==> config.mk <==
export PLATFORM = sky130hd
export DESIGN_NAME = gcd_unit
export DESIGN_NICKNAME = d
export VERILOG_FILES = /design/src/rtl/gcd_unit.sv
export SDC_FILE = /design/constraint.sdc
export NUM_CORES = 1
export LEC_CHECK = 0
export BUFFER_PORTS_ARGS = -buffer_cell sky130_fd_sc_hd__buf_2
export CAP_MARGIN = 20
export CORE_ASPECT_RATIO = 1.2
export CORE_UTILIZATION = 45
export CTS_CLUSTER_DIAMETER = 40
export DETAILED_ROUTE_END_ITERATION = 6
export SLEW_MARGIN = 20
export SYNTH_ARGS = -nofsm -noshare
export SYNTH_HDL_FRONTEND = slang
export SYNTH_SLANG_ARGS = --single-unit
==> constraint.sdc <==
create_clock -name clk -period 3 [get_ports clk]
set_input_delay 0.3 -clock clk [delete_from_list [all_inputs] [get_ports clk]]
set_output_delay 0.3 -clock clk [all_outputs]
set_load 0.05 [all_outputs]
==> src/rtl/gcd_unit.sv <==
// Iterative GCD engine (repeated subtraction) with serial operand load and FSM control.
// Optional iteration counter output enabled by defining GCD_ITER_COUNT_EN.
module gcd_unit #(
  parameter int unsigned WIDTH = 16
) (
  input  logic             clk,
  input  logic             rst,
  input  logic             start,
  input  logic [WIDTH-1:0] data_in,
  output logic [WIDTH-1:0] gcd_out,
`ifdef GCD_ITER_COUNT_EN
  output logic [WIDTH-1:0] iter_count,
`endif
  output logic             done,
  output logic             busy
);

  typedef enum logic [2:0] {
    S_IDLE,
    S_LOAD_A,
    S_LOAD_B,
    S_CALC,
    S_DONE
  } state_e;

  state_e           state_q, state_d;
  logic [WIDTH-1:0] a_q, a_d;
  logic [WIDTH-1:0] b_q, b_d;
  logic [WIDTH-1:0] gcd_q, gcd_d;
  logic             done_q, done_d;
  logic             busy_q, busy_d;
  logic             calc_end;

  // Terminal condition of CALC: a zero operand or equal operands.
  assign calc_end = (a_q == '0) || (b_q == '0) || (a_q == b_q);

  always_ff @(posedge clk) begin
    if (rst) begin
      state_q <= S_IDLE;
    end else begin
      state_q <= state_d;
    end
  end

  always_comb begin
    state_d = state_q;
    unique case (state_q)
      S_IDLE:   if (start) state_d = S_LOAD_A;
      S_LOAD_A: state_d = S_LOAD_B;
      S_LOAD_B: state_d = S_CALC;
      S_CALC:   if (calc_end) state_d = S_DONE;
      S_DONE:   if (start) state_d = S_LOAD_A;
      default:  state_d = S_IDLE;
    endcase
  end

  // Outputs are registered, so done/busy are decoded from the next state.
  always_comb begin
    a_d    = a_q;
    b_d    = b_q;
    gcd_d  = gcd_q;
    done_d = (state_d == S_DONE);
    busy_d = (state_d == S_LOAD_A) || (state_d == S_LOAD_B) || (state_d == S_CALC);
    unique case (state_q)
      S_LOAD_A: a_d = data_in;
      S_LOAD_B: b_d = data_in;
      S_CALC: begin
        if (b_q == '0) begin
          gcd_d = a_q;
        end else if (a_q == '0) begin
          gcd_d = b_q;
        end else if (a_q == b_q) begin
          gcd_d = a_q;
        end else if (a_q > b_q) begin
          a_d = a_q - b_q;
        end else begin
          b_d = b_q - a_q;
        end
      end
      default: ;
    endcase
  end

  always_ff @(posedge clk) begin
    if (rst) begin
      a_q    <= '0;
      b_q    <= '0;
      gcd_q  <= '0;
      done_q <= 1'b0;
      busy_q <= 1'b0;
    end else begin
      a_q    <= a_d;
      b_q    <= b_d;
      gcd_q  <= gcd_d;
      done_q <= done_d;
      busy_q <= busy_d;
    end
  end

  assign gcd_out = gcd_q;
  assign done    = done_q;
  assign busy    = busy_q;

`ifdef GCD_ITER_COUNT_EN
  logic [WIDTH-1:0] iter_q, iter_d;

  always_comb begin
    iter_d = iter_q;
    if (state_q == S_LOAD_A) begin
      iter_d = '0;
    end else if (state_q == S_CALC && !calc_end && iter_q != '1) begin
      iter_d = iter_q + WIDTH'(1);
    end
  end

  always_ff @(posedge clk) begin
    if (rst) begin
      iter_q <= '0;
    end else begin
      iter_q <= iter_d;
    end
  end

  assign iter_count = iter_q;
`endif

endmodule

Word-level counts from Yosys, hierarchy flattened:

Index checks and enable logic that the tools add are counted.

* register bits after elaboration: 53
* input port bits: 19
* output and inout port bits: 18
* logic and storage cells: 53

* $add $sub $neg: 2
* order comparisons: 1
* equality and inequality tests: 14
* multiplexer cells: 16
* reduce and logical (&&, ||, !) cells: 14

Operators by type and width (count)
* 2-to-1 mux 16 bit: 11
* case mux 16 bit (2 select lines): 2
* zero test 16 bit: 2
* subtractor 16 bit: 2
* == test 16 bit: 1
* > comparator 16 bit: 1
* == test 3 x 2 -> 1 bit (second input constant): 4
* case mux 3 bit (4 select lines): 1
* != test 2 bit (second input constant): 5
* AND reduction 5 bit: 2
* == test 3 x 1 -> 1 bit (second input constant): 2
* == test 3 bit (second input constant): 2
* 2-to-1 mux 3 bit: 2
* logical OR 1 bit: 4
* nonzero test 2 bit: 2
* zero test 3 bit: 1
* nonzero test 3 bit: 1
* AND reduction 2 bit: 1
* OR reduction 2 bit: 1

Longest topological paths before layout:

* depth in word-level cells: 8
* depth in mapped cells: 12
* mapped depth without buffers: 10

Least setup slack after synthesis:

OpenSTA, ideal clock, no wires.

* path type: register to register
* start: register a_q[0]
* end: register a_q[13]
* library setup time: 0.122 ns
* arrival: 2.333 ns
* data required time: 2.878 ns
* slack: 0.545 ns
* stages on the path, launching flop included: 11
* path buffers: 1
* clock period less this slack: 2.455 ns
* cells stage by stage: dfxtp_1 > inv_1 > ha_1 > fa_1 > nand2b_1 > a21oi_2 > a21oi_2 > o31ai_4 > a2bb2oi_2 > buf_2 > a221o_1

* cells in the longest elaborated chain, start to end: 6
* elaborated cells on any way between the ends: 13
* classes of those cells: add/sub: 1; order compare: 1; eq/ne: 4; mux: 5; reduce/logical: 2

Ends and longest elaborated chain
* from (decl): line 27 `logic [WIDTH-1:0] a_q, a_d;`
* from (signal assigned): line 86 `a_q <= '0;`
* from (signal assigned): line 92 `a_q <= a_d;`
* subtractor 16 bit: line 75 `a_d = a_q - b_q;`
* 2-to-1 mux 16 bit: line 74 `end else if (a_q > b_q) begin`
* 2-to-1 mux 16 bit: line 72 `end else if (a_q == b_q) begin`
* 2-to-1 mux 16 bit: line 70 `end else if (a_q == '0) begin`
* 2-to-1 mux 16 bit: line 68 `if (b_q == '0) begin`
* case mux 16 bit (2 select lines): line 64 `unique case (state_q)`

Parallel ways exist; a longest one is shown, timed or not. The select of a mux whose other input is x is not followed.
A chain may end at the register's enable or synchronous reset.

Worst setup path in the final report:

* start: register a_q[0]
* end: register a_q[15]

The elaborated chain is that of the path after synthesis.

==> run_results.csv <==
group,metric,value,unit
grt,grt_pass1_vias,3728,
logic_synthesis,ys_seq_area_share,25.6,%
logic_synthesis,synth_top_area_share,25.6,%
floorplanning,die-height,107,um
grt,grt_pass1_wl,18700,um
timing,finalMaxSlewViolations,0,
status,outcome,"completed",
timing,finalCritPeriodShare,93.2,%
logic_synthesis,synth_cell_types,67,
logic_synthesis,ys_async_sr_fraction,0,%
worst_setup_path,crit_buf_inv,2,
floorplanning,rows,37,
logic_synthesis,syn-mean-instance-area,7.85,sq um
final_layout,antenna_cells,0,
timing,fin_crit,2.80,ns
detailed_routing,first_pass_iters,4,
job,maxCapViolCount,0,
logic_synthesis,ys.flop_type,"dfxtp_1",
hold_path,hold_path.class,"in -> reg",
detailed_routing,antenna_left,0,
final_layout,area_delta_synth_final,8.65,%
timing,whs,0.243,ns
worst_setup_path,r2r_slack,0.20,ns
worst_setup_path,crit_chain,"inv_1 -> ha_1 -> fa_1 -> nand2b_1 -> a21oi_2 -> a21oi_2 -> o31ai_4 -> a2bb2oi_2 -> buf_12 -> and3b_1 -> a211o_1",
timing,max_slew_margin,56.9,%
worst_setup_path,path_max_fanout,33,
detailed_routing,viasPerCell,5.73,
clock_network,hold_buffers,0,
worst_setup_path,critPathLaunchType,"register",
hold_path,min_to,"state_q[0]",
clock_network,cts-htree-levels,2,
worst_setup_path,worst-endpoint-required,3.21,ns
hold_path,hold_depth,3,
worst_setup_path,ff2ff_path_depth,11,
clock_network,clock_sinks,53,
timing,worst_slew_pin_slew,0.640,ns
clock_network,post_cts_buffers,0,
worst_setup_path,worstReg2RegEnd,"a_q[15]",
final_layout,final_nets,596,
worst_setup_path,path_common_cell,"a21oi_2",
floorplanning,fp.dieW,89.5,um
grt,antenna_found_initial,0,
timing,fin_tns_setup,0,ns
placed_design,place_congestion,0.917,
floorplanning,die-area,0.00958,sq mm
timing,rsz0062_at_grt,"false",
detailed_routing,wl_per_cell,17.3,um
final_layout,drive_gt1_share,15.8,%
logic_synthesis,netlist_area,0.00414,sq mm
logic_synthesis,synth_area_leader_cell,"dfxtp_1",
clock_network,numCtsBuffers,5,
clock_network,insertion_delay,0.31,ns
logic_synthesis,ys_warn_count,0,
grt,grt_overflow,0,
grt,grt_max_degree,34,
detailed_routing,via_count,3790,
final_layout,final_common_cell,"nor2_1",
floorplanning,initial_utilization,47.3,%
clock_network,cts_tree,"built",
placed_design,io_buffer_count,36,
logic_synthesis,synth_nets,579,
detailed_routing,drt-total-wl,11400,um
floorplanning,coreArea,0.00875,sq mm
hold_path,min-delay-start,"start",
placed_design,post-dp-hpwl,8730,um
final_layout,final_cell_mix,"nor2_1 (60), dfxtp_1 (53), a21oi_1 (47)",
logic_synthesis,synth_edf_count,0,
detailed_routing,drtIter0Drc,246,
timing,setup_viol,0,
logic_synthesis,synth_cells,527,
timing,final-hold-violation-count,0,
worst_setup_path,critPathTopFamily,"compound AO/OA/AOI/OAI gates",
logic_synthesis,synth_area_leaders,"dfxtp_1 (26%), ha_1 (9.4%), a21oi_1 (5.7%), a211oi_1 (5.6%), nor2_1 (5.4%)",
worst_setup_path,reg2reg_from,"a_q[0]",
logic_synthesis,synth_seq_cells,53,
worst_setup_path,end_kind,"register",
clock_network,cts_resized,0,
worst_setup_path,slowest_delay,0.41,ns
timing,fmax,0.358,GHz
worst_setup_path,crit_arrival,3.01,ns
grt,grt_usage,25.4,%
clock_network,cts-root-buf,"clkbuf_8",
clock_network,clkSlewWorstSetupHoldPaths,0.10,ns
floorplanning,io_pins,37,
clock_network,clk_path_buf_depth,2,
worst_setup_path,slowest_stage,"dfxtp_1",
detailed_routing,drc,0,
worst_setup_path,worstSetupPathType,"reg -> reg",
timing,finClkSkew,0.00396,ns
[worst max path at each step]
stage	startpoint	end	depth (start not counted)
finish	a_q[0]	a_q[15]	11
global route	a_q[0]	a_q[13]	11
CTS	a_q[0]	a_q[15]	11
detailed placement	a_q[0]	a_q[15]	11
global placement	a_q[0]	a_q[15]	11
floorplan	a_q[0]	a_q[13]	10
[flip-flops by register name, summed over array words and instances (netlist names)]
| register | count |
|---|---|
| a_q | 16 |
| b_q | 16 |
| gcd_out | 16 |
| state_q | 3 |
| busy | 1 |
| done | 1 |
[metrics by stage]
stage               instances  area [sq um]  setup WS, ns  utilization [%]
finish                    662          4500         0.204             51.4
global route              662          4500        0.0236             51.4
CTS                       662          4500         0.247             51.4
detailed placement        654          4380         0.268             50.1
global placement          654          4380         0.341             50.1
floorplan                 527          4140         0.545                -
[kinds of logic (layout without fill, tap and decap cells)]
| group | count (synthesis) | in the layout | synth area share [%] |
|---|---|---|---|
| AO/OA/AOI/OAI | 174 | 174 | 31.0 |
| AND/OR/NAND/NOR | 167 | 167 | 19.6 |
| buffers and inverters | 79 | 97 | 8.83 |
| flip-flops | 53 | 53 | 25.6 |
| adder cells (fa/ha/maj) | 33 | 33 | 10.3 |
| XOR/XNOR | 17 | 17 | 3.60 |
| multiplexers | 4 | 4 | 0.968 |
[cell type report]
class,instances,area [sq um]
Fill cell,860,4250
Multi-Input combinational cell,395,2710
Sequential cell,53,1060
Timing Repair Buffer,49,315
Inverter,40,150
Tap cell,117,146
Clock buffer,6,72.6
Clock inverter,2,38.8
[routing by layer]
layer	GRT usage (%)	part of all wire, %
met5	0	0
met3	3.54	5.1
met1	34.8	47
met2	40.3	46
met4	8.73	2.5
[worst register-to-register path, stage by stage, from the launching register on]
cell	delay, ns
dfxtp_1	0.41
inv_1	0.08
ha_1	0.23
fa_1	0.40
nand2b_1	0.18
a21oi_2	0.22
a21oi_2	0.13
o31ai_4	0.34
a2bb2oi_2	0.12
buf_12	0.18
and3b_1	0.20
a211o_1	0.21
[synthesized netlist by cell type (6+ instances only)]
library cell / count
nor4_1: 9
nor2_1: 60
nand2_1: 37
xor2_1: 6
inv_1: 40
a211oi_1: 31
o21ai_1: 6
o21a_1: 11
dfxtp_1: 53
xnor2_1: 11
nor3_1: 12
ha_1: 31
a311oi_2: 9
buf_2: 13
a21oi_1: 47
o21ai_0: 25
nand4_1: 6
and2_1: 6
nand3_1: 9
clkbuf_1: 16
Power is not shown: default switching activity piles up to over one toggle a cycle in this logic, so the estimate is an artifact.
